**src/rtl/hash_pkg.sv**
```systemverilog
// Shared constants for the hash datapath and the scheduler event encoding.
// The word width, switch count and seed value are the defaults for the input selector.
package hash_pkg;

    localparam int              HASH_WORD_W     = 24;
    localparam int              HASH_SWITCH_CNT = 33;
    localparam logic [23:0]     HASH_SEED_INIT  = 24'hfe8901;

    typedef enum logic [1:0] {
        EV_NONE    = 2'd0,
        EV_RESTART = 2'd1,
        EV_ADVANCE = 2'd2
    } sched_ev_e;

    // Advance outranks restart when both counters hit in the same cycle.
    function automatic sched_ev_e decode_event(input logic restart, input logic advance);
        if (advance)
            return EV_ADVANCE;
        else if (restart)
            return EV_RESTART;
        else
            return EV_NONE;
    endfunction

endpackage

```
**src/rtl/mux_next_ch.sv**
```systemverilog
// Combinational search for the next enabled channel above sel, wrapping to 0.
// Channel 0 is always treated as enabled, so the search always terminates there.
module mux_next_ch #(
    parameter int N_CH = 4
) (
    input  logic [$clog2(N_CH)-1:0] sel,
    input  logic [N_CH-1:0]         ch_en,
    output logic [$clog2(N_CH)-1:0] next_sel
);

    localparam int SEL_W = $clog2(N_CH);

    logic [N_CH-1:0]  en_eff;
    logic [SEL_W-1:0] idx_sel;
    int               idx;

    assign en_eff = ch_en | N_CH'(1);

    // Walk from farthest to nearest so the nearest enabled channel is assigned last.
    always_comb begin
        next_sel = '0;
        idx      = 0;
        idx_sel  = '0;
        for (int k = N_CH - 1; k >= 1; k--) begin
            idx     = (int'(sel) + k) % N_CH;
            idx_sel = SEL_W'(idx);
            if (en_eff[idx_sel])
                next_sel = idx_sel;
        end
    end

endmodule

```
**src/rtl/mux_nto1_sched.sv**
```systemverilog
// Registered N-to-1 word selector whose source index is stepped by two round counters.
// dout/dout_valid/sel_o are all registers; sel changes become visible in dout one edge later.
module mux_nto1_sched
    import hash_pkg::*;
#(
    parameter int                WIDTH      = HASH_WORD_W,
    parameter int                N_CH       = 4,
    parameter int                CNT_W      = 6,
    parameter int                SWITCH_CNT = HASH_SWITCH_CNT,
    parameter logic [WIDTH-1:0]  RESET_VAL  = WIDTH'(HASH_SEED_INIT)
) (
    input  logic                    clk,
    input  logic                    reset,
    input  logic [N_CH*WIDTH-1:0]   din,
    input  logic [N_CH-1:0]         ch_en,
    input  logic [CNT_W-1:0]        counter,
    input  logic [CNT_W-1:0]        counter_2d,
    input  logic                    stall,
    output logic [WIDTH-1:0]        dout,
    output logic                    dout_valid,
    output logic [$clog2(N_CH)-1:0] sel_o
);

    localparam int SEL_W = $clog2(N_CH);

    if (N_CH < 2) begin : g_bad_nch
        $error("mux_nto1_sched: N_CH must be at least 2");
    end
    if (SWITCH_CNT < 0 || SWITCH_CNT >= (1 << CNT_W)) begin : g_bad_cnt
        $error("mux_nto1_sched: SWITCH_CNT does not fit in CNT_W bits");
    end

    logic [WIDTH-1:0] ch_word [N_CH];
    logic [SEL_W-1:0] sel;
    logic [SEL_W-1:0] next_sel;
    sched_ev_e        ev;

    for (genvar k = 0; k < N_CH; k++) begin : g_ch
        assign ch_word[k] = din[k*WIDTH +: WIDTH];
    end

    assign ev = decode_event(counter    == CNT_W'(SWITCH_CNT),
                             counter_2d == CNT_W'(SWITCH_CNT));

    mux_next_ch #(.N_CH(N_CH)) u_next (
        .sel      (sel),
        .ch_en    (ch_en),
        .next_sel (next_sel)
    );

    // dout_valid has no ready partner: stall is the only backpressure, and while it is
    // high every output holds and counter events of that cycle are dropped, not queued.
    always_ff @(posedge clk) begin
        if (reset) begin
            dout       <= RESET_VAL;
            dout_valid <= 1'b0;
            sel        <= '0;
        end else if (!stall) begin
            dout       <= ch_word[sel];
            dout_valid <= 1'b1;
            case (ev)
                EV_ADVANCE: sel <= next_sel;
                EV_RESTART: sel <= '0;
                default:    sel <= sel;
            endcase
        end
    end

    assign sel_o = sel;

endmodule
```
**config.mk**
```make
export PLATFORM = sky130hd
export DESIGN_NAME = mux_nto1_sched
export DESIGN_NICKNAME = d
export VERILOG_FILES = /design/src/rtl/hash_pkg.sv /design/src/rtl/mux_next_ch.sv /design/src/rtl/mux_nto1_sched.sv
export SDC_FILE = /design/constraint.sdc
export NUM_CORES = 1
export LEC_CHECK = 0
export ABC_AREA = 1
export ABC_CLOCK_PERIOD_IN_PS = 1400
export BUFFER_PORTS_ARGS = -buffer_cell sky130_fd_sc_hd__buf_2
export CORE_AREA = 3 3 72 74
export CTS_BUF_LIST = sky130_fd_sc_hd__clkbuf_4 sky130_fd_sc_hd__clkbuf_8
export CTS_CLUSTER_SIZE = 8
export DETAILED_ROUTE_END_ITERATION = 12
export DIE_AREA = 0 0 75 77
export PLACE_DENSITY = 0.91
export SLEW_MARGIN = 30
export SYNTH_ARGS = -nofsm -noshare
export SYNTH_HDL_FRONTEND = slang
export SYNTH_SLANG_ARGS = --single-unit
```
**constraint.sdc**
```tcl
create_clock -name clk -period 1.4 [get_ports clk]
set_clock_uncertainty 0.05 [all_clocks]
set_input_delay 0.28 -clock clk [delete_from_list [all_inputs] [get_ports clk]]
set_output_delay 0.28 -clock clk [all_outputs]
set_load 0.05 [all_outputs]
```
# Word-level counts from Yosys, hierarchy flattened
# Index checks and enable logic that the tools add are counted.
dict set report classes {
  add_sub_neg 3
  multipliers 0
  div 0
  magnitude_cmp 4
  eq_ne 4
  shift 0
  mux 15
  n_bitwise 2
  reduce_logical 2
}
# cell n
set op_table {}
lappend op_table {{24-bit binary-select mux with 2-bit select} 1}
lappend op_table {{24-bit 2-to-1 mux} 2}
lappend op_table {{6-bit == test, second input constant} 2}
lappend op_table {{2-bit by 3-bit less-than comparator with 1-bit output, second input constant} 3}
lappend op_table {{2-bit 2-to-1 mux} 4}
lappend op_table {{1-bit binary-select mux with 2-bit select} 3}
lappend op_table {{2-bit adder, second input constant} 2}
lappend op_table {{1-bit 2-to-1 mux} 4}
lappend op_table {{2-bit case mux with 2 select lines} 1}
lappend op_table {{3-bit greater-or-equal comparator, second input constant} 1}
lappend op_table {{2-bit inverter with 3-bit output} 1}
lappend op_table {{2-bit by 1-bit adder with 2-bit output, second input constant} 1}
lappend op_table {{2-bit by 1-bit == test with 1-bit output, second input constant} 1}
lappend op_table {{2-bit == test, second input constant} 1}
lappend op_table {{2-bit AND reduction} 1}
lappend op_table {{2-bit nonzero test} 1}
lappend op_table {{1-bit inverter} 1}
dict set report totals {
  reg_bits 27
  latch_bits 0
  ramBits 0
  mem_bits_ro 0
  inputBits 115
  out_inout_bits 27
  word_cells 33
  memories 0
}

# Longest topological paths before layout
dict set report logic_depth {
  word_depth 7
  depth_mapped 9
}

# Cells and area by module
# Synthesis repeated with hierarchy kept, for this count alone.
dict set report unflattened {
  cells_unflattened 335
  hier_area_um2 1880.6
}
# mod n_inst cells_per_inst area_per_inst_um2 seq_area_each_um2
set modules_own_cells {}
lappend modules_own_cells {mux_nto1_sched 1 308 1766.7 540.5}
lappend modules_own_cells {mux_next_ch 1 27 113.9 0.0}

# Worst setup path after synthesis
# OpenSTA, ideal clock, no wires.
dict set report synth_timing {
  path_kind {register -> register}
  from {register sel[0] (netlist: sel_o[0])}
  to {register dout[11]}
  setup_ns 0.115
  arrival_time_ns 1.380
  slack_ns -0.145
  path_stages_with_launch 8
  cell_sequence {dfxtp_1 inv_1 buf_4 buf_4 nand2_1 nand3_1 nand3_1 nand2_1}
}
dict set report synth_between {
  elab_chain_cells 4
}
# item line
set synth_lines {}
lappend synth_lines {{from (decl)} mux_nto1_sched.sv:34} ;# logic [SEL_W-1:0] sel;
lappend synth_lines {{from (signal assigned)} mux_nto1_sched.sv:62} ;# EV_ADVANCE: sel <= next_sel;
lappend synth_lines {{from (signal assigned)} mux_nto1_sched.sv:64} ;# default: sel <= sel;
lappend synth_lines {{2-bit inverter with 3-bit output (not written as such)} mux_nto1_sched.sv:59} ;# dout <= ch_word[sel];
lappend synth_lines {{24-bit binary-select mux with 2-bit select} mux_nto1_sched.sv:59}
lappend synth_lines {{24-bit 2-to-1 mux (not written as such) (2 in series)} mux_nto1_sched.sv:59}
lappend synth_lines {{to (signal assigned)} mux_nto1_sched.sv:59}
lappend synth_lines {{to (decl)} mux_nto1_sched.sv:19} ;# output logic [WIDTH-1:0] dout,
# Every way passes these cells. The select of a mux whose other input is x is not followed.
# A chain may end at the register's enable or synchronous reset.

# Worst setup path after layout
dict set report layout_timing {
  from {register sel[0] (netlist: sel_o[0])}
  to {output port sel_o[0]}
}
# item line
set layout_lines {}
lappend layout_lines {{to (decl)} mux_nto1_sched.sv:21} ;# output logic [$clog2(N_CH)-1:0] sel_o
# No word-level cell between the ends.

==> impl_metrics.env <==
export IMPL_grt_first_pass_wirelength_um=9100
export IMPL_syn_to_final_growth_pct=43.3
export IMPL_io_pins=142
export IMPL_power_leakage_nw=1.53
export IMPL_powerDensity_nw_per_um2=697
export IMPL_core_um2=4660
export IMPL_crit_type="flip-flop to primary output"
export IMPL_drv_cap=0
export IMPL_detail_route_wirelength_met1_um=2320
export IMPL_clk_latency_ps=260
export IMPL_n_antenna_cell=0
export IMPL_synthesis_area_um2=1870
export IMPL_period_share_pct=97.2
export IMPL_ys_ff_latch=27
export IMPL_die_h_um=77
export IMPL_ant_nets=0
export IMPL_wl_um=5840
export IMPL_crit_path_start_kind="flip-flop"
export IMPL_irDropWorstVdd_uv=449
export IMPL_rsz0062_at_grt="false"
export IMPL_port_buffers=140
export IMPL_synth_top_family_by_area="simple AND/OR/NAND/NOR gates"
export IMPL_vias=2473
export IMPL_synthAdderAreaFrac_pct=0
export IMPL_setup_violations=0
export IMPL_whs_ps=281
export IMPL_syn_avg_cell_area_um2=5.85
export IMPL_cts_made_buffers=3
export IMPL_drive_above_1_share_pct=36.7
export IMPL_final_hold_violation_count=0
export IMPL_final_area_um2=2680
export IMPL_clk_pin_slew_ps=90
export IMPL_place_inst=500
export IMPL_synthXorXnorAreaFrac_pct=0
export IMPL_drt_iter0_markers=65
export IMPL_hp_class="input pin to flip-flop"
export IMPL_wl_met3_um=521
export IMPL_r2r_slack_ps=130
export IMPL_grt_overflow=0
export IMPL_synth_compound_area_share_pct=26.2
export IMPL_worstPathMaxFanout=27
export IMPL_maxSlewViolCount=0
export IMPL_h_tree_depth=1
export IMPL_synth_simple_gate_area_share_pct=30.8
export IMPL_synth_warnings=0
export IMPL_slew_headroom_pct=65.8
export IMPL_die_area_um2=5780
export IMPL_cts_tree="yes"
export IMPL_first_pass_iters=4
export IMPL_vias_per_cell=4.91
export IMPL_nNetsFinal=566
export IMPL_clock_sinks=27
export IMPL_layout_cells_non_filler=504
export IMPL_grt_pass1_vias=2231
export IMPL_required_ps=1070
export IMPL_antenna_found_initial=0
export IMPL_period_minus_slack_ps=1360
export IMPL_die_x_um=75
export IMPL_syn_inst=320
export IMPL_maxUsedRoutingLayer="met4"
export IMPL_dp_hpwl_um=4620
export IMPL_yosysUniqueCellTypes=21
export IMPL_crit_arrival_ps=1030
export IMPL_muxShareOfSynthArea_pct=0
export IMPL_clk_path_buf_depth=2
export IMPL_grt_usage_pct=19.4
export IMPL_cts_root_buf="clkbuf_8"
export IMPL_crit_path_end_kind="primary output"
export IMPL_globalplace_congestion=0.815
export IMPL_setup_tns_final_ps=0
export IMPL_initial_core_util_pct=40.1
export IMPL_yosysSeqAreaShare_pct=28.9
export IMPL_cts_setup_buffers=0
export IMPL_fmax_ghz=0.735
export IMPL_place_area_um2=2630
export IMPL_synth_fp_nets=435
export IMPL_met2WireLength_um=2970
export IMPL_outcome="completed"
export IMPL_wl_per_cell_um=11.6
export IMPL_worstMarginPinSlew_ps=513
export IMPL_num_rows=25
export IMPL_grt_max_degree=29
export IMPL_drc=0
-- timing repair --
| action | in CTS | in global routing |
|---|---|---|
| hold buffers | 0 | 0 |
| gates resized for setup | 1 | 2 |
| setup endpoints to repair | 1 | 3 |
-- routing by layer --
metal	global-route usage [%]	vias to the layer above
li1	-	1300
met1	20.7	1076
met2	36.8	95
met3	4.98	2
met4	3.56	0
met5	0	-
-- final cells by class --
class | instances | area (um2)
fillers | 448 | 1980
multi-input cells | 233 | 1070
repair buffers | 150 | 820
flip-flops and latches | 27 | 546
inverters | 36 | 135
well taps | 54 | 67.6
clock buffers | 3 | 41.3
clock inverters | 1 | 5.00
-- placed cells by master (no fill, tap or decap) --
cell      instances
o21ai_1          18
dfxtp_2           1
nor2_1           65
a21oi_2           1
buf_6             1
buf_2           139
nand3_1          24
buf_12            3
o22ai_1          14
nand2_1          44
nand3_2           1
nand4_1           3
dfxtp_4           1
o21ai_0          36
buf_4             7
dfxtp_1          25
clkinv_2          1
inv_2             3
inv_1            33
clkbuf_8          3
nand2_2           2
nor2_2            1
o21ai_2           1
a21oi_1          23
-- critical path, stage by stage, from the launching register on --
cell and delay [ps]:
dfxtp_2 370, buf_12 170, buf_4 220
-- worst paths after layout --
path / start / endpoint / cells after the start
setup / recovery: sel_o[0] / sel_o[0] / 2
hold / removal: din[20] / dout[20] / 5
hold reg to reg: dout[11] / dout[11] / 2
setup reg to reg: sel_o[0] / dout[14] / 6
-- registers in the layout (all words and copies together), names as in the netlist --
name and cells:
dout 24, dout_valid 1, sel_o 2
-- logic make-up after synthesis --
logic type | count (synthesis)
buffers and inverters | 60
and+or+nand+nor | 140
AOI/OAI and AO/OA | 93
DFF | 27
-- Yosys cell counts --
cell	n	share of area [%]
buf_2	12	3.2
nor2_1	65	13
o21ai_0	36	9.6
o22ai_1	14	4.7
buf_1	1	0.20
buf_4	4	1.6
inv_1	33	6.6
clkbuf_1	6	1.2
nand2_2	2	0.67
o21ai_2	1	0.47
nand3_2	1	0.54
buf_6	1	0.60
inv_2	3	0.60
nand2_1	44	8.8
nor2_2	1	0.33
a21oi_2	1	0.47
nand3_1	24	6.4
nand4_1	3	1.0
dfxtp_1	27	29
a21oi_1	23	6.2
o21ai_1	18	4.8
-- metrics by stage --
step,worst slack [ps],power (mW),util [%]
floorplan,56.2,1.22,-
global placement,161,1.44,56.3
detailed placement,103,1.46,56.3
CTS,34.3,1.89,57.4
global route,1.99,1.99,57.5
finish,39.5,1.87,57.5
-- report_power, final --
part	internal [mW]	switching, mW	leakage [nW]
clock	0.199	0.235	0.0255
combinational	0.224	0.371	1.28
sequential	0.818	0.0225	0.226
total	1.24	0.628	1.53
No activity file was read; power rests on OpenSTA's default activity.
